==> config.mk <==
export PLATFORM = sky130hd
export DESIGN_NAME = wb_to_apb_bridge
export DESIGN_NICKNAME = d
export VERILOG_FILES = /design/src/rtl/soc_bus_pkg.sv /design/src/rtl/apb_timeout_ctr.sv /design/src/rtl/wb_to_apb_bridge.sv
export SDC_FILE = /design/constraint.sdc
export NUM_CORES = 1
export LEC_CHECK = 0
export ABC_CLOCK_PERIOD_IN_PS = 3400
export BUFFER_PORTS_ARGS = -buffer_cell sky130_fd_sc_hd__buf_2
export CAP_MARGIN = 20
export CORE_MARGIN = 10
export CORE_UTILIZATION = 35
export DETAILED_ROUTE_END_ITERATION = 7
export PLACE_DENSITY = 0.63
export RECOVER_POWER = 25
export SETUP_SLACK_MARGIN = 0.4
export SKIP_LAST_GASP = 1
export SYNTH_ARGS = -nofsm -noshare
export SYNTH_HDL_FRONTEND = slang
export SYNTH_SLANG_ARGS = --single-unit
==> constraint.sdc <==
create_clock -name clk -period 3.4 [get_ports clk]
set_input_delay 0.17 -clock clk [delete_from_list [all_inputs] [get_ports clk]]
set_output_delay 0.17 -clock clk [all_outputs]
set_load 0.01 [all_outputs]
==> src/rtl/soc_bus_pkg.sv <==
// Shared bus-bridge definitions: bridge FSM states, APB strobe width, default timeout.
package soc_bus_pkg;

  typedef enum logic [1:0] {
    ST_IDLE   = 2'd0,
    ST_SETUP  = 2'd1,
    ST_ACCESS = 2'd2,
    ST_RESP   = 2'd3
  } bridge_state_e;

  localparam int APB_STRB_W          = 4;
  localparam int DEFAULT_APB_TIMEOUT = 255;

endpackage

==> src/rtl/apb_timeout_ctr.sv <==
// Saturating ACCESS-phase cycle counter; expired holds once TIMEOUT cycles have elapsed.
module apb_timeout_ctr #(
  parameter int TIMEOUT = 255
) (
  input  logic clk,
  input  logic rst,
  input  logic clear,
  input  logic enable,
  output logic expired
);

  localparam int CW = $clog2(TIMEOUT + 1);
  localparam logic [CW-1:0] LIMIT = CW'(TIMEOUT);

  logic [CW-1:0] cnt_q, cnt_d;

  always_comb begin
    cnt_d = cnt_q;
    if (clear)
      cnt_d = '0;
    else if (enable && (cnt_q != LIMIT))
      cnt_d = cnt_q + 1'b1;
  end

  always_ff @(posedge clk) begin
    if (rst) cnt_q <= '0;
    else     cnt_q <= cnt_d;
  end

  assign expired = (cnt_q == LIMIT);

endmodule

==> src/rtl/wb_to_apb_bridge.sv <==
// Wishbone classic slave to APB4 master, one transfer in flight, with ACCESS timeout.
module wb_to_apb_bridge
  import soc_bus_pkg::*;
#(
  parameter int AW      = 32,
  parameter int DW      = 32,
  parameter int TIMEOUT = DEFAULT_APB_TIMEOUT
) (
  input  logic            clk,
  input  logic            rst,
  input  logic            wb_cyc,
  input  logic            wb_stb,
  input  logic            wb_we,
  input  logic [AW-1:0]   wb_adr,
  input  logic [DW-1:0]   wb_wdata,
  input  logic [DW/8-1:0] wb_sel,
  output logic [DW-1:0]   wb_rdata,
  output logic            wb_ack,
  output logic            wb_err,
  output logic            psel,
  output logic            penable,
  output logic            pwrite,
  output logic [AW-1:0]   paddr,
  output logic [DW-1:0]   pwdata,
  output logic [DW/8-1:0] pstrb,
  input  logic [DW-1:0]   prdata,
  input  logic            pready,
  input  logic            pslverr
);

  bridge_state_e   state_q, state_d;
  logic [AW-1:0]   adr_q, adr_d;
  logic            we_q, we_d;
  logic [DW-1:0]   wdata_q, wdata_d;
  logic [DW/8-1:0] sel_q, sel_d;
  logic [DW-1:0]   rdata_q, rdata_d;
  logic            err_q, err_d;
  logic            tmo_expired;

  apb_timeout_ctr #(.TIMEOUT(TIMEOUT)) u_tmo (
    .clk     (clk),
    .rst     (rst),
    .clear   (state_q == ST_SETUP),
    .enable  ((state_q == ST_ACCESS) && !pready),
    .expired (tmo_expired)
  );

  always_comb begin
    state_d = state_q;
    adr_d   = adr_q;
    we_d    = we_q;
    wdata_d = wdata_q;
    sel_d   = sel_q;
    rdata_d = rdata_q;
    err_d   = err_q;
    case (state_q)
      ST_IDLE: begin
        if (wb_cyc && wb_stb) begin
          adr_d   = wb_adr;
          we_d    = wb_we;
          wdata_d = wb_wdata;
          sel_d   = wb_sel;
          state_d = ST_SETUP;
        end
      end
      ST_SETUP: state_d = ST_ACCESS;
      ST_ACCESS: begin
        if (pready) begin
          err_d = pslverr;
          // an errored read leaves the previous read data in place
          if (!we_q && !pslverr) rdata_d = prdata;
          state_d = ST_RESP;
        end else if (tmo_expired) begin
          err_d   = 1'b1;
          rdata_d = '0;
          state_d = ST_RESP;
        end
      end
      ST_RESP: state_d = ST_IDLE;
      default: state_d = ST_IDLE;
    endcase
  end

  always_ff @(posedge clk) begin
    if (rst) begin
      state_q <= ST_IDLE;
      adr_q   <= '0;
      we_q    <= 1'b0;
      wdata_q <= '0;
      sel_q   <= '0;
      rdata_q <= '0;
      err_q   <= 1'b0;
    end else begin
      state_q <= state_d;
      adr_q   <= adr_d;
      we_q    <= we_d;
      wdata_q <= wdata_d;
      sel_q   <= sel_d;
      rdata_q <= rdata_d;
      err_q   <= err_d;
    end
  end

  assign psel     = (state_q == ST_SETUP) || (state_q == ST_ACCESS);
  assign penable  = (state_q == ST_ACCESS);
  assign paddr    = adr_q;
  assign pwrite   = we_q;
  assign pwdata   = wdata_q;
  assign pstrb    = we_q ? sel_q : '0;
  assign wb_rdata = rdata_q;
  // an abandoned cycle (cyc low in RESP) gets no response pulse
  assign wb_ack   = (state_q == ST_RESP) && wb_cyc && !err_q;
  assign wb_err   = (state_q == ST_RESP) && wb_cyc && err_q;

endmodule

==> After elaboration in Yosys (flattened, before gate mapping) <==
Index checks and enable logic that the tools add are counted.
{ "op_classes": {"n_addsub": 1, "eq_ne": 8, "mux": 10, "reduce_logical": 19} }
{ "ops": {"columns": ["op", "count"], "rows": [
  ["$mux W32", 3],
  ["$add A8 B1 Y8 const B", 1],
  ["$eq A8 B8 Y1 const B", 1],
  ["$ne A8 B8 Y1 const B", 1],
  ["$pmux W2 S4", 1],
  ["$logic_and A1 B1 Y1", 7],
  ["$mux W2", 3],
  ["$reduce_and A2 Y1", 3],
  ["$eq A2 B2 Y1 const B", 2],
  ["$logic_not A1 Y1", 4],
  ["$mux W4", 1],
  ["$ne A3 B1 Y1 const B", 1],
  ["$reduce_and A3 Y1", 1],
  ["$eq A2 B1 Y1 const B", 1],
  ["$logic_not A2 Y1", 1],
  ["$mux W1", 2],
  ["$ne A2 B1 Y1 const B", 1],
  ["$ne A2 B2 Y1 const B", 1],
  ["$reduce_bool A2 Y1", 1],
  ["$reduce_or A2 Y1", 1],
  ["$logic_or A1 B1 Y1", 1]
]} }
{ "word_totals": {"regBits": 112, "inputBits": 107, "out_inout_bits": 105} }

==> Depth between registers and ports, before layout <==
{ "logic_depth": {"ltp_word": 4, "mapped_depth": 8} }

==> Modules after synthesis <==
From an unflattened synthesis, not the netlist that was laid out.
{ "unflattened": {"cells_unflattened": 453, "hier_area_um2": 4107.7} }
{ "modules_own_cells": {"columns": ["mod", "instances", "cells_each", "area_per_inst_um2"], "rows": [
  ["wb_to_apb_bridge", 1, 408, 3682.3],
  ["apb_timeout_ctr", 1, 45, 425.4]
]} }

==> Worst setup path before layout <==
Ideal clock, no wire load.
{ "synth_path": {"kind": "reg2reg", "startpoint": "register state_q[0]", "endpoint": "register rdata_q[10], in the netlist wb_rdata[10]", "setup_time_ns": 0.059, "arrival_time_ns": 1.500, "slack_ns": 1.841, "stages_incl_launch_ff": 7, "n_path_buf": 1, "synth_period_minus_slack_ns": 1.559, "path_cell_list": "dfxtp_1 inv_1 ha_1 and2b_4 a211oi_4 buf_6 a22o_1"} }
{ "synth_via": {"elab_chain_len": 2} }
{ "synth_lines": {"columns": ["element", "line_no", "text"], "rows": [
  ["start: declaration", "wb_to_apb_bridge.sv:31", "bridge_state_e state_q, state_d;"],
  ["start signal: assignment", "wb_to_apb_bridge.sv:94", "state_q <= state_d;"],
  ["$eq A2 B2 Y1", null, null],
  ["via penable", "wb_to_apb_bridge.sv:21", "output logic penable,"],
  ["$reduce_and A3 Y1 (no source line)", null, null],
  ["end signal: assignment", "wb_to_apb_bridge.sv:99", "rdata_q <= rdata_d;"],
  ["end: declaration", "wb_to_apb_bridge.sv:36", "logic [DW-1:0] rdata_q, rdata_d;"]
]} }
The timed path passes the listed nets, and every way through them passes these cells.
A chain may end at the register's enable or synchronous reset.

==> Worst setup path after layout <==
{ "layout_path": {"startpoint": "register state_q[0]", "endpoint": "register wdata_q[1], in the netlist pwdata[1]"} }
{ "layout_via": {"elab_chain_len": 2} }
{ "layout_lines": {"columns": ["element", "line_no", "text"], "rows": [
  ["$logic_not A2 Y1", "wb_to_apb_bridge.sv:56", "case (state_q)"],
  ["$reduce_and A2 Y1 (no source line)", null, null],
  ["end signal: assignment", "wb_to_apb_bridge.sv:97", "wdata_q <= wdata_d;"],
  ["end: declaration", "wb_to_apb_bridge.sv:34", "logic [DW-1:0] wdata_q, wdata_d;"]
]} }
Every way passes these cells.

==> results.sh <==
export IMPL_fin_ws_ps=1310
export IMPL_cts_hold_buf=0
export IMPL_numCtsBuffers=9
export IMPL_fin_tns_setup_ps=0
export IMPL_vias=3787
export IMPL_stdcell_count=794
export IMPL_die_width_microns=128
export IMPL_path_clk_slew_ps=70
export IMPL_root_buffer="clkbuf_16"
export IMPL_routed_wl_mm=12.3
export IMPL_path_cells="inv_1, ha_1, nand3_2, buf_12, nand2_1, a21oi_1"
export IMPL_end_kind="flop"
export IMPL_core_area_sq_mm=0.0114
export IMPL_fmax_mhz=478
export IMPL_hold_viol=0
export IMPL_fillers=1112
export IMPL_r2r_setup_slack_ps=1310
export IMPL_grt_max_degree=42
export IMPL_postRouteAntennaNets=0
export IMPL_insertion_delay_ps=340
export IMPL_die_h_microns=128
export IMPL_syn_avg_cell_area_sq_um=9.06
export IMPL_synth_xor_area_frac=0.0129
export IMPL_slew_headroom=0.464
export IMPL_synthDistinctLibCells=37
export IMPL_cts_resized=0
export IMPL_multi_input_area_sq_mm=0.00166
export IMPL_post_place_ws_ps=1260
export IMPL_overflow=0
export IMPL_io_pins=212
export IMPL_fin_skew_ps=6.36
export IMPL_crit_type="reg -> reg"
export IMPL_powerDensity_mw_per_mm2=606
export IMPL_area_delta_synth_final_pct=34.5
export IMPL_crit_slowest_cell="nand3_2"
export IMPL_synth_area_top_cells="dfxtp_1, nand2_1, a21oi_1"
export IMPL_synthArstFlopShare=0
export IMPL_min_period_over_period=0.615
export IMPL_ys_warnings_count=0
export IMPL_ys_top_cells_by_count="nand2_1, dfxtp_1, a21oi_1"
export IMPL_yosysSeqAreaShare=0.551
export IMPL_synth_most_common_cell="nand2_1"
export IMPL_antenna_cells=0
export IMPL_critPathMaxFanout=36
export IMPL_clk_path_buf_depth=2
export IMPL_synth_edf_count=0
export IMPL_leakage_nw=2.37
export IMPL_cpPeakStageDelay_ps=630
export IMPL_wl_per_cell_microns=15.5
export IMPL_syn_nets=562
export IMPL_setup_viol=0
export IMPL_synth_flop_cell="dfxtp_1"
export IMPL_grt_first_pass_wirelength_mm=19.5
export IMPL_yosys_area_share_simple=0.183
export IMPL_cts_sinks=112
export IMPL_die_area_sq_mm=0.0163
export IMPL_nets=759
export IMPL_synth_largest_area_cell="dfxtp_1"
export IMPL_finalWeightedCongestion=0.769
export IMPL_postSynthCellCount=449
export IMPL_hold_end="wb_rdata[29]"
export IMPL_synth_top_family_by_area="compound AO/OA/AOI/OAI gates"
export IMPL_start_util=0.356
export IMPL_postPlaceCellArea_sq_mm=0.00521
export IMPL_hold_path_class="in -> reg"
export IMPL_worst_pin_slew_ps=805
export IMPL_dp_hpwl_mm=9.30
export IMPL_reg2reg_from="state_q[0]"
export IMPL_postCtsSetupBuffers=0
export IMPL_synth_compound_gate_area_share=0.185
export IMPL_grt_pass1_vias=3856
export IMPL_period_minus_slack_ps=2090
export IMPL_outcome="finished clean"
export IMPL_drv_slew=0
export IMPL_worst_ep_required_time_ps=3610
export IMPL_worstPathArrival_ps=2300
export IMPL_yosys_register_bits=112
export IMPL_drt_pass1_iter_count=4
export IMPL_grt_usage=0.144
export IMPL_synth_area_mux_share=0.00492
export IMPL_dp_cells=777
export IMPL_hold_start="prdata[29]"
export IMPL_yosysTopAreaCellShare=0.551
export IMPL_drt_iter0_markers=240
export IMPL_io_buffers=211
export IMPL_syn_area_sq_mm=0.00407
export IMPL_register_area_sq_mm=0.00224
export IMPL_drc_errors=0
export IMPL_peakVddDrop_v=0.000344
export IMPL_vias_per_cell=4.77
export IMPL_num_rows=39
export IMPL_utilization=0.479
export IMPL_r2r_end="pwdata[1]"
export IMPL_cts_max_level=3
export IMPL_synthAdderAreaFrac=0.0185
export IMPL_antenna_found_initial=0
export IMPL_reg2reg_depth=6
export IMPL_postLayoutCellArea_sq_mm=0.00547
export IMPL_maxCapViolCount=0
export IMPL_rsz0062_at_grt="no"
export IMPL_drive_above_1_share=0.293
export IMPL_start_kind="flop"
export IMPL_cts_tree="yes"
export IMPL_hold_depth=2
## worst max-delay path by stage
| stage | from | end | depth (start not counted) |
|---|---|---|---|
| floorplan | state_q[0] | wb_rdata[10] | 6 |
| global placement | state_q[0] | paddr[25] | 6 |
| detailed placement | state_q[0] | wb_rdata[27] | 5 |
| CTS | state_q[0] | wb_rdata[27] | 5 |
| global route | state_q[0] | pwdata[1] | 6 |
| finish | state_q[0] | pwdata[1] | 6 |
## layout by cell type (no fill, tap or decap), types with 5 or more instances in the layout
master / Yosys / layout
ha_1: 6 / 6
xor2_1: 5 / 5
a22o_1: 32 / 32
nor2_1: 12 / 12
buf_2: 13 / 157
a21oi_1: 70 / 70
clkbuf_16: 0 / 9
clkbuf_1: 12 / 54
nand2_1: 141 / 141
and2_1: 5 / 5
inv_1: 5 / 5
dfxtp_1: 112 / 112
## cells by family after synthesis
family          count (synthesis)
compound gates                115
buf+inv                        35
fa+ha+maj                       6
flops                         112
simple gates                  173
mux                             2
xor+xnor                        6
## per-layer routing
metal  vias to the layer above  wire length, microns  track usage
li1                       1895                     -            -
met4                         0                   245       0.0576
met1                      1704                  5190        0.167
met3                        17                  1480       0.0707
met2                       171                  5400        0.224
met5                         -                     0            0
## worst max-delay path, delay by kind of cell (launching register included)
kind / cells / cell delay, ps
simple gates: 2 / 710
fa+ha+maj: 1 / 270
compound gates: 1 / 70
flops: 1 / 340
buf+inv: 2 / 550
## report_power, final
| part | internal [mW] | total, mW | leakage [nW] | switching [mW] |
|---|---|---|---|---|
| Sequential | 1.45 | 1.53 | 0.909 | 0.0770 |
| Combinational | 0.290 | 0.746 | 1.32 | 0.455 |
| Clock | 0.579 | 1.04 | 0.144 | 0.465 |
## metrics by stage
stage / hold slack [ps] / power [mW]
floorplan: 303 / 2.02
global placement: 385 / 2.30
detailed placement: 389 / 2.33
CTS: 22.5 / 3.38
global route: 31.0 / 3.51
finish: 37.7 / 3.32
## flip-flops by register name, summed over array words and instances (netlist names)
signal	flops
paddr	32
pwdata	32
wb_rdata	32
u_tmo.cnt_q	8
sel_q	4
state_q	2
err_q	1
pwrite	1
## layout make-up
| class | count | share of cell area |
|---|---|---|
| flip-flops and latches | 112 | 0.410 |
| multi-input cells | 302 | 0.303 |
| repair buffers | 216 | 0.196 |
| clock buffers | 13 | 0.0512 |
| well taps | 143 | 0.0327 |
| clock inverters | 3 | 0.00434 |
| inverters | 5 | 0.00343 |
No activity file was read; power rests on OpenSTA's default activity.
